==> src/rtl/ab_policy_recovery_scheduler_if.sv <==
// Bus between the two policy enforcers, the scheduler and the transition blocks.
// master: drives tick, raw channel and policy edits/refs; samples the arbitrated result.
// slave : the scheduler; samples inputs and drives A_ctp_out/B_ctp_out, out_valid,
//         grant, conflict, conflict_count.
interface ab_policy_recovery_scheduler_if #(
    parameter int unsigned REF_W = 3,
    parameter int unsigned CNT_W = 8
);
    logic             tick;
    logic             A_ctp_in;
    logic             B_ctp_in;
    logic             pol_a_A_ctp;
    logic             pol_a_B_ctp;
    logic             pol_b_A_ctp;
    logic             pol_b_B_ctp;
    logic [REF_W-1:0] policy_a_recovery_ref;
    logic [REF_W-1:0] policy_b_recovery_ref;
    logic             A_ctp_out;
    logic             B_ctp_out;
    logic             out_valid;
    logic [1:0]       grant;
    logic             conflict;
    logic [CNT_W-1:0] conflict_count;

    modport master (
        output tick, A_ctp_in, B_ctp_in, pol_a_A_ctp, pol_a_B_ctp,
               pol_b_A_ctp, pol_b_B_ctp, policy_a_recovery_ref, policy_b_recovery_ref,
        input  A_ctp_out, B_ctp_out, out_valid, grant, conflict, conflict_count
    );

    modport slave (
        input  tick, A_ctp_in, B_ctp_in, pol_a_A_ctp, pol_a_B_ctp,
               pol_b_A_ctp, pol_b_B_ctp, policy_a_recovery_ref, policy_b_recovery_ref,
        output A_ctp_out, B_ctp_out, out_valid, grant, conflict, conflict_count
    );
endinterface

==> src/rtl/ab_policy_recovery_scheduler.sv <==
// Arbitrates between two enforcer policies (a, b) editing the same A_ctp/B_ctp channel.
// Each tick selects pass-through, a's edits or b's edits; result is registered one cycle
// later with an out_valid pulse. Disagreeing simultaneous requests are resolved by a
// round-robin pointer, and the winner keeps the grant for up to HOLD_CYCLES ticks.
// Ports: clk, reset (async active-high), bus (slave modport of
// ab_policy_recovery_scheduler_if).
// Optional feature macro: AB_SCHED_STATS_EN enables the saturating conflict_count;
// when undefined conflict_count is tied to 0.
module ab_policy_recovery_scheduler #(
    parameter int unsigned REF_W       = 3,
    parameter int unsigned HOLD_CYCLES = 2,
    parameter int unsigned CNT_W       = 8
) (
    input  logic clk,
    input  logic reset,
    ab_policy_recovery_scheduler_if.slave bus
);
    localparam int unsigned HC_W = (HOLD_CYCLES > 1) ? $clog2(HOLD_CYCLES) : 1;
    localparam logic [HC_W-1:0] HOLD_INIT = HC_W'(HOLD_CYCLES - 1);

    typedef enum logic [1:0] {S_IDLE, S_HOLD_A, S_HOLD_B} state_t;

    state_t          state_q, state_d;
    logic [HC_W-1:0] hold_q, hold_d;
    logic            rr_q, rr_d;
    logic            a_q, b_q, valid_q, conflict_q;
    logic [1:0]      grant_q;

    logic            req_a, req_b, agree, idle_eval;
    logic            a_c, b_c, conflict_c;
    logic [1:0]      grant_c;

    assign req_a = |bus.policy_a_recovery_ref;
    assign req_b = |bus.policy_b_recovery_ref;
    assign agree = ({bus.pol_a_A_ctp, bus.pol_a_B_ctp} == {bus.pol_b_A_ctp, bus.pol_b_B_ctp});

    // Next-state and selection for the current tick
    always_comb begin
        state_d    = state_q;
        hold_d     = hold_q;
        rr_d       = rr_q;
        a_c        = bus.A_ctp_in;
        b_c        = bus.B_ctp_in;
        grant_c    = 2'b00;
        conflict_c = 1'b0;
        idle_eval  = 1'b0;

        case (state_q)
            S_HOLD_A: begin
                if (req_a) begin
                    a_c        = bus.pol_a_A_ctp;
                    b_c        = bus.pol_a_B_ctp;
                    grant_c    = 2'b01;
                    conflict_c = req_b && !agree;
                    hold_d     = hold_q - HC_W'(1);
                    if (hold_q == HC_W'(1)) state_d = S_IDLE;
                end else begin
                    idle_eval = 1'b1;
                end
            end
            S_HOLD_B: begin
                if (req_b) begin
                    a_c        = bus.pol_b_A_ctp;
                    b_c        = bus.pol_b_B_ctp;
                    grant_c    = 2'b10;
                    conflict_c = req_a && !agree;
                    hold_d     = hold_q - HC_W'(1);
                    if (hold_q == HC_W'(1)) state_d = S_IDLE;
                end else begin
                    idle_eval = 1'b1;
                end
            end
            default: idle_eval = 1'b1;
        endcase

        // Holder released (or already idle): apply the idle rules on this same tick
        if (idle_eval) begin
            state_d = S_IDLE;
            hold_d  = '0;
            if (req_a && req_b) begin
                if (agree) begin
                    a_c     = bus.pol_a_A_ctp;
                    b_c     = bus.pol_a_B_ctp;
                    grant_c = 2'b11;
                end else begin
                    conflict_c = 1'b1;
                    rr_d       = ~rr_q;
                    a_c        = rr_q ? bus.pol_b_A_ctp : bus.pol_a_A_ctp;
                    b_c        = rr_q ? bus.pol_b_B_ctp : bus.pol_a_B_ctp;
                    grant_c    = rr_q ? 2'b10 : 2'b01;
                    if (HOLD_CYCLES > 1) begin
                        state_d = rr_q ? S_HOLD_B : S_HOLD_A;
                        hold_d  = HOLD_INIT;
                    end
                end
            end else if (req_a) begin
                a_c     = bus.pol_a_A_ctp;
                b_c     = bus.pol_a_B_ctp;
                grant_c = 2'b01;
            end else if (req_b) begin
                a_c     = bus.pol_b_A_ctp;
                b_c     = bus.pol_b_B_ctp;
                grant_c = 2'b10;
            end
        end
    end

    // State and registered result; everything holds between ticks
    always_ff @(posedge clk or posedge reset) begin
        if (reset) begin
            state_q    <= S_IDLE;
            hold_q     <= '0;
            rr_q       <= 1'b0;
            a_q        <= 1'b0;
            b_q        <= 1'b0;
            valid_q    <= 1'b0;
            grant_q    <= 2'b00;
            conflict_q <= 1'b0;
        end else if (bus.tick) begin
            state_q    <= state_d;
            hold_q     <= hold_d;
            rr_q       <= rr_d;
            a_q        <= a_c;
            b_q        <= b_c;
            valid_q    <= 1'b1;
            grant_q    <= grant_c;
            conflict_q <= conflict_c;
        end else begin
            valid_q    <= 1'b0;
        end
    end

    assign bus.A_ctp_out = a_q;
    assign bus.B_ctp_out = b_q;
    assign bus.out_valid = valid_q;
    assign bus.grant     = grant_q;
    assign bus.conflict  = conflict_q;

`ifdef AB_SCHED_STATS_EN
    logic [CNT_W-1:0] cnt_q;

    // Saturating count of conflict ticks
    always_ff @(posedge clk or posedge reset) begin
        if (reset) begin
            cnt_q <= '0;
        end else if (bus.tick && conflict_c && (cnt_q != {CNT_W{1'b1}})) begin
            cnt_q <= cnt_q + CNT_W'(1);
        end
    end

    assign bus.conflict_count = cnt_q;
`else
    assign bus.conflict_count = '0;
`endif
endmodule

==> src/flat_wrapper.sv <==
// flat-port wrapper written by rule: the top's interface ports become plain ports
module ab_policy_recovery_scheduler_flat 
#(
    parameter int unsigned REF_W       = 3,
    parameter int unsigned HOLD_CYCLES = 2,
    parameter int unsigned CNT_W       = 8
)
  (clk, reset, bus_tick, bus_A_ctp_in, bus_B_ctp_in, bus_pol_a_A_ctp, bus_pol_a_B_ctp, bus_pol_b_A_ctp, bus_pol_b_B_ctp, bus_policy_a_recovery_ref, bus_policy_b_recovery_ref, bus_A_ctp_out, bus_B_ctp_out, bus_out_valid, bus_grant, bus_conflict, bus_conflict_count);
  ab_policy_recovery_scheduler_if #(.REF_W(REF_W), .CNT_W(CNT_W)) bus_i ();
  input  logic clk;
  input  logic reset;
  input wire logic [$bits(bus_i.tick)-1:0] bus_tick;
  input wire logic [$bits(bus_i.A_ctp_in)-1:0] bus_A_ctp_in;
  input wire logic [$bits(bus_i.B_ctp_in)-1:0] bus_B_ctp_in;
  input wire logic [$bits(bus_i.pol_a_A_ctp)-1:0] bus_pol_a_A_ctp;
  input wire logic [$bits(bus_i.pol_a_B_ctp)-1:0] bus_pol_a_B_ctp;
  input wire logic [$bits(bus_i.pol_b_A_ctp)-1:0] bus_pol_b_A_ctp;
  input wire logic [$bits(bus_i.pol_b_B_ctp)-1:0] bus_pol_b_B_ctp;
  input wire logic [$bits(bus_i.policy_a_recovery_ref)-1:0] bus_policy_a_recovery_ref;
  input wire logic [$bits(bus_i.policy_b_recovery_ref)-1:0] bus_policy_b_recovery_ref;
  output wire logic [$bits(bus_i.A_ctp_out)-1:0] bus_A_ctp_out;
  output wire logic [$bits(bus_i.B_ctp_out)-1:0] bus_B_ctp_out;
  output wire logic [$bits(bus_i.out_valid)-1:0] bus_out_valid;
  output wire logic [$bits(bus_i.grant)-1:0] bus_grant;
  output wire logic [$bits(bus_i.conflict)-1:0] bus_conflict;
  output wire logic [$bits(bus_i.conflict_count)-1:0] bus_conflict_count;
  assign bus_i.tick = bus_tick;
  assign bus_i.A_ctp_in = bus_A_ctp_in;
  assign bus_i.B_ctp_in = bus_B_ctp_in;
  assign bus_i.pol_a_A_ctp = bus_pol_a_A_ctp;
  assign bus_i.pol_a_B_ctp = bus_pol_a_B_ctp;
  assign bus_i.pol_b_A_ctp = bus_pol_b_A_ctp;
  assign bus_i.pol_b_B_ctp = bus_pol_b_B_ctp;
  assign bus_i.policy_a_recovery_ref = bus_policy_a_recovery_ref;
  assign bus_i.policy_b_recovery_ref = bus_policy_b_recovery_ref;
  assign bus_A_ctp_out = bus_i.A_ctp_out;
  assign bus_B_ctp_out = bus_i.B_ctp_out;
  assign bus_out_valid = bus_i.out_valid;
  assign bus_grant = bus_i.grant;
  assign bus_conflict = bus_i.conflict;
  assign bus_conflict_count = bus_i.conflict_count;
  ab_policy_recovery_scheduler #(.REF_W(REF_W), .HOLD_CYCLES(HOLD_CYCLES), .CNT_W(CNT_W)) u_core (.clk(clk), .reset(reset), .bus(bus_i));
endmodule
==> config.mk <==
export PLATFORM = sky130hd
export DESIGN_NAME = ab_policy_recovery_scheduler_flat
export DESIGN_NICKNAME = d
export VERILOG_FILES = /design/src/rtl/ab_policy_recovery_scheduler_if.sv /design/src/rtl/ab_policy_recovery_scheduler.sv /design/src/flat_wrapper.sv
export SDC_FILE = /design/constraint.sdc
export NUM_CORES = 1
export LEC_CHECK = 0
export CORE_MARGIN = 1.5
export CORE_UTILIZATION = 45
export CTS_CLUSTER_DIAMETER = 200
export DETAILED_ROUTE_END_ITERATION = 10
export PLACE_DENSITY = 0.84
export SETUP_SLACK_MARGIN = 0.02
export SLEW_MARGIN = 25
export SYNTH_ARGS = -nofsm -noshare
export SYNTH_HDL_FRONTEND = slang
export SYNTH_SLANG_ARGS = --single-unit
==> constraint.sdc <==
create_clock -name clk -period 5 [get_ports clk]
set_input_delay 0.5 -clock clk [delete_from_list [all_inputs] [get_ports clk]]
set_output_delay 0.5 -clock clk [all_outputs]
set_load 0.01 [all_outputs]
==> results.json, run 1 <==
{
  "grt_pass1_vias": 605,
  "dp_hpwl_mm": 1.26,
  "start_util_pct": 48.7,
  "synthArstFlopShare_pct": 100,
  "fill_cells": 139,
  "synth.largest_area_cell": "dfrtp_1",
  "vias": 693,
  "reg2reg_depth": 6,
  "drt-initial-drc-count": 36,
  "coreArea_um2": 1520,
  "synthCells": 85,
  "synth_commonest_cells": "10 x dfrtp_1, 8 x buf_4, 6 x inv_1, 6 x nand2_1, 5 x o21ai_0",
  "postCtsSetupBuffers": 0,
  "die_area_um2": 1900,
  "overflow": 0,
  "io_buffers": 20,
  "wl_per_cell_um": 13.8,
  "cts_tree": "done",
  "pwr-share-clk_pct": 15.3,
  "drive_above_1_share_pct": 7.69,
  "stdcell_count": 120,
  "root_buffer": "clkbuf_4",
  "p_sw_uw": 182,
  "timing.critical_path.from": "bus_policy_a_recovery_ref[0]",
  "final-seq-area_um2": 250,
  "seqPwrFrac_pct": 30.7,
  "numCtsBuffers": 3,
  "use_met1_pct": 30.2,
  "pin_count": 29,
  "max_cap_violations": 0,
  "yosys.area.top_type_share_pct": 33.7,
  "slew_headroom_pct": 52.9,
  "p_leak_nw": 0.379,
  "setup_viol": 0,
  "grt_use_met2_pct": 27.1,
  "drc": 0,
  "worstMarginPinSlew_ns": 0.702,
  "r2r_setup_slack_ns": 3.08,
  "synthTopCellsByArea": "dfrtp_1 34%, buf_4 8.1%, xnor2_1 3.5%, ha_1 3.4%, o21ai_0 3.4%",
  "swShare_pct": 38.2,
  "drtAntennaViolNets": 0,
  "die_h_um": 43.6,
  "clock_latency_ns": 0.27,
  "finalHoldViolations": 0,
  "dieWidth_um": 43.6,
  "hold_buffers": 0,
  "grt_start_max_net_pins": 17,
  "fin_util_pct": 62.2,
  "nets": 122,
  "combPwrFrac_pct": 54.0,
  "synth_edf_count": 0,
  "fin_ws_ns": 2.89,
  "reg2reg_from": "u_core.state_q[1]",
  "max-vdd-ir-drop_mv": 0.259,
  "wl_mm": 1.66,
  "post-place-cells": 116,
  "period_minus_slack_ns": 2.11,
  "cts.repair.resized": 0,
  "path_max_fanout": 6,
  "hold_class": "flip-flop to flip-flop",
  "busiest_layer": "met1",
  "cts_sinks": 10,
  "synth.avg_cell_area_um2": 8.73,
  "synthFlopType": "dfrtp_1",
  "clk_pin_slew_worst_paths_ns": 0.07,
  "rsz0062_at_grt": "no",
  "status": "completed",
  "synth_cell_type_count": 38,
  "ys_ff_latch": 10,
  "use_met3_pct": 7.92,
  "finalCritPeriodShare_pct": 42.1,
  "endpoint_kind": "flip-flop",
  "slew_violations": 0,
  "multi_input_area_um2": 419,
  "syn-cell-area_um2": 742,
  "cp.arrival_ns": 2.31,
  "yosys_warnings": 0,
  "h-tree-depth": 1,
  "row_count": 14,
  "grt_util_all_layers_pct": 19.8,
  "fmax_mhz": 475,
  "yosysSeqAreaShare_pct": 33.7,
  "synth_most_common_cell": "dfrtp_1",
  "place.gp.congestion": 0.884,
  "drt_first_pass_iters": 4,
  "fin_skew_ns": 0.000787,
  "p_int_uw": 295,
  "critPathKind": "primary input to flip-flop",
  "clockBufferDepth": 2,
  "grt_pass1_wl_mm": 2.79,
  "via_per_inst": 5.78,
  "pre_cts_slack_ns": 2.70,
  "whs_ns": 0.514,
  "syn2layout_area_growth_pct": 27.8,
  "powerDensity_nw_per_um2": 503,
  "antenna_cells": 0,
  "fin_setup_tns_ns": 0,
  "worstSetupStartpointType": "primary input",
  "antenna_found_initial": 0,
  "endpoint": "u_core.bus.grant[1]",
  "r2r-end": "u_core.bus.grant[1]",
  "required_ns": 5.21
}
layout by cell type, fill, tap and decap left out:
master | synthesis | routed
a211o_1 | 2 | 2
a211oi_1 | 1 | 1
a21oi_1 | 2 | 2
a311oi_1 | 1 | 1
a41o_1 | 1 | 1
clkbuf_4 | 0 | 3
clkbuf_8 | 0 | 1
clkdlybuf4s50_1 | 0 | 20
conb_1 | 1 | 8
dfrtp_1 | 10 | 10
ha_1 | 2 | 2
inv_1 | 6 | 6
mux2_2 | 1 | 1
mux2i_1 | 1 | 1
nand2_1 | 6 | 6
nand3_1 | 3 | 3
nand3b_1 | 1 | 1
nand4_1 | 2 | 2
nor2_1 | 3 | 3
nor2b_1 | 1 | 1
nor3_1 | 3 | 3
nor3_2 | 1 | 1
nor4b_1 | 1 | 1
nor4b_2 | 1 | 1
o211ai_1 | 2 | 2
o21ai_0 | 5 | 5
o221ai_1 | 1 | 1
o22a_1 | 1 | 1
o22ai_1 | 1 | 1
o311ai_0 | 1 | 1
o311ai_1 | 1 | 1
o31ai_1 | 1 | 1
o32a_1 | 1 | 1
o41ai_1 | 1 | 1
or2_2 | 1 | 1
or3_1 | 4 | 4
xnor2_1 | 3 | 3
layer usage:
layer / share of wire, % / vias to the layer above
met2: 43 / 43
met1: 45 / 310
li1: - / 340
met4: 0 / 0
met5: 0 / -
met3: 13 / 0
layout make-up:
class / instances / area share (%)
clock buffer: 4 / 3.83
inverter: 6 / 2.37
multi-input combinational: 64 / 44.2
sequential: 10 / 26.4
tap: 16 / 2.11
timing repair buffer: 20 / 21.1
sequential cells by signal, summed over array words and instances, names as in the netlist:
register              cells
u_core.hold_q             1
u_core.bus.grant          2
u_core.rr_q               1
u_core.bus.conflict       1
u_core.bus.A_ctp_out      1
u_core.bus.B_ctp_out      1
u_core.state_q            2
u_core.bus.out_valid      1
how the worst min path moves through the flow:
| stage | start | to | slack [ns] | depth (start not counted) |
|---|---|---|---|---|
| CTS | reset | u_core.hold_q | 0.52 | 2 |
| global route | reset | u_core.bus.grant[1] | 0.54 | 2 |
| finish | u_core.hold_q | u_core.hold_q | 0.51 | 2 |
| detailed placement | u_core.hold_q | u_core.hold_q | 0.50 | 2 |
| floorplan | reset | u_core.bus.A_ctp_out | 0.34 | 1 |
| global placement | u_core.state_q[1] | u_core.state_q[1] | 0.49 | 2 |
metrics by stage:
step,area [um2],total power [mW]
2_1_floorplan,768,0.320
3_3_place_gp,912,0.400
3_5_place_dp,912,0.403
4_1_cts,948,0.479
5_1_grt,948,0.513
6_report,948,0.477
logic make-up after synthesis:
logic type      after synthesis  share of synthesized area (%)
xor+xnor                      3                           3.54
simple gates                 27                           20.9
mux                           2                           2.87
other cells                   1                          0.505
fa+ha+maj                     2                           3.37
compound gates               22                           21.8
flops                        10                           33.7
buf+inv                      18                           13.3
worst max-delay path, stage by stage:
cell and delay [ns]:
clkdlybuf4s50_1 0.46, nor3_1 0.60, nor2_1 0.14, a311oi_1 0.39
mux2_2 0.22
power by group through the flow:
stage / Sequential [mW] / Combinational [mW] / Clock, mW
5_1_grt: 0.152 / 0.281 / 0.0806
3_3_place_gp: 0.147 / 0.253 / 0
2_1_floorplan: 0.145 / 0.175 / 0
6_report: 0.147 / 0.258 / 0.0731
4_1_cts: 0.147 / 0.256 / 0.0759
3_5_place_dp: 0.148 / 0.255 / 0
(Power assumes the default switching activity.)
==> run 2, diff against run 1 <==
- CORE_UTILIZATION: 45 -> 38
- PLACE_DENSITY: 0.84 -> 0.76
- clock period: 5 -> 1.77 ns (I/O delays scaled with it)
==> results.json, run 2 (same netlist as run 1, synthesis figures left out) <==
{
  "status": "completed",
  "powerDensity_nw_per_um2": 1350,
  "root_buffer": "clkbuf_4",
  "drive_above_1_share_pct": 19.8,
  "worstSetupStartpointType": "flip-flop",
  "pin_count": 29,
  "hold_class": "primary input to async pin",
  "h-tree-depth": 1,
  "vias": 750,
  "clockBufferDepth": 2,
  "cts_tree": "done",
  "cp.arrival_ns": 1.87,
  "clk_pin_slew_worst_paths_ns": 0.06,
  "numCtsBuffers": 3,
  "p_leak_nw": 0.440,
  "finalHoldViolations": 0,
  "fin_util_pct": 59.6,
  "setup_viol": 0,
  "drtAntennaViolNets": 0,
  "overflow": 0,
  "antenna_found_initial": 0,
  "reg2reg_from": "u_core.state_q[1]",
  "die_h_um": 47.2,
  "wl_per_cell_um": 13.5,
  "grt_start_max_net_pins": 11,
  "cts.repair.resized": 0,
  "finalCritPeriodShare_pct": 94.2,
  "fill_cells": 155,
  "placed_area_um2": 1020,
  "critPathKind": "flip-flop to flip-flop",
  "hold_buffers": 0,
  "dieWidth_um": 47.2,
  "required_ns": 1.97,
  "fin_setup_tns_ns": 0,
  "postCtsSetupBuffers": 0,
  "final_cell_mix": "20 x clkdlybuf4s50_1, 13 x buf_4, 10 x dfrtp_1, 8 x conb_1",
  "endpoint_kind": "flip-flop",
  "antenna_cells": 0,
  "post-place-cells": 138,
  "layout.cells.most_common": "clkdlybuf4s50_1",
  "stdcell_area_um2": 1060,
  "max_cap_violations": 0,
  "slew_violations": 0,
  "path_max_fanout": 3,
  "drt_first_pass_iters": 4,
  "fin_ws_ns": 0.103,
  "via_per_inst": 5.32,
  "coreArea_um2": 1780,
  "nets": 135,
  "fmax_mhz": 600,
  "clock_latency_ns": 0.26,
  "place.gp.congestion": 0.893,
  "row_count": 15,
  "dp_hpwl_mm": 1.49,
  "stdcell_count": 141,
  "grt_util_all_layers_pct": 20.3,
  "max-vdd-ir-drop_mv": 0.781,
  "rsz0062_at_grt": "yes",
  "grt_pass1_wl_mm": 3.11,
  "wl_mm": 1.91,
  "io_buffers": 20,
  "drt-initial-drc-count": 24,
  "syn2layout_area_growth_pct": 43.2,
  "timing.critical_path.from": "u_core.state_q[1]",
  "period_minus_slack_ns": 1.67,
  "cts_sinks": 10,
  "grt_pass1_vias": 697,
  "start_util_pct": 41.6,
  "drc": 0,
  "fin_skew_ns": 0.00622,
  "pre_cts_slack_ns": -0.0906,
  "die_area_um2": 2230
}
-- run 2: changes by cell type in the layout (fill, tap and decap cells not counted), sizes merged --
| cell | before | now |
|---|---|---|
| clkbuf | 4 | 3 |
| buf | 0 | 13 |
-- run 2: worst max-delay path, stage by stage (launching register included) --
cell      delay (ns)
dfrtp_1         0.41
inv_1           0.07
ha_1            0.18
nor4b_2         0.36
nor3_1          0.08
a311oi_1        0.30
mux2_2          0.20
-- run 2: stage by stage --
stage	power [mW]	hold WS, ns
final	1.44	0.189
after global routing	1.55	0.225
after CTS	1.40	0.194
after detailed placement	1.24	0.475
after global placement	1.21	0.479
after floorplan	0.904	0.0172
-- run 2: where the power goes --
part | internal (mW) | switching (mW)
clock network | 0.0782 | 0.0712
logic | 0.477 | 0.392
registers | 0.332 | 0.0860
total | 0.887 | 0.549
-- run 2: worst paths after layout --
| check | endpoint | slack (ns) | cells past startpoint |
|---|---|---|---|
| worst max-delay path | u_core.bus.grant[1] | 0.10 | 6 |
| worst min-delay path | u_core.bus.B_ctp_out | 0.19 | 2 |
| worst max register to register | u_core.bus.grant[1] | 0.10 | 6 |
| worst min register to register | u_core.bus.grant[1] | 0.50 | 1 |
| max in group asynchronous | u_core.bus.grant[1] | 1.30 | 2 |
| min in group clk | u_core.bus.grant[1] | 0.50 | 1 |
-- run 2: layout make-up --
cell class / count / area, um2 / share of cell area (%)
timing repair buffer: 33 / 298 / 28.0
sequential: 10 / 250 / 23.6
inverter: 6 / 22.5 / 2.12
multi-input combinational: 64 / 438 / 41.2
tap: 25 / 31.3 / 2.94
clock buffer: 3 / 22.5 / 2.12
-- run 2: layer usage --
layer / wire length [um] / vias to the layer above / share of wire (%) / global-route usage [%]
li1: - / 360 / - / -
met1: 869 / 348 / 46 / 26.2
met2: 909 / 42 / 48 / 31.5
met3: 126 / 0 / 6.6 / 8.08
met4: 0 / 0 / 0 / 5.56
met5: 0 / - / 0 / 0
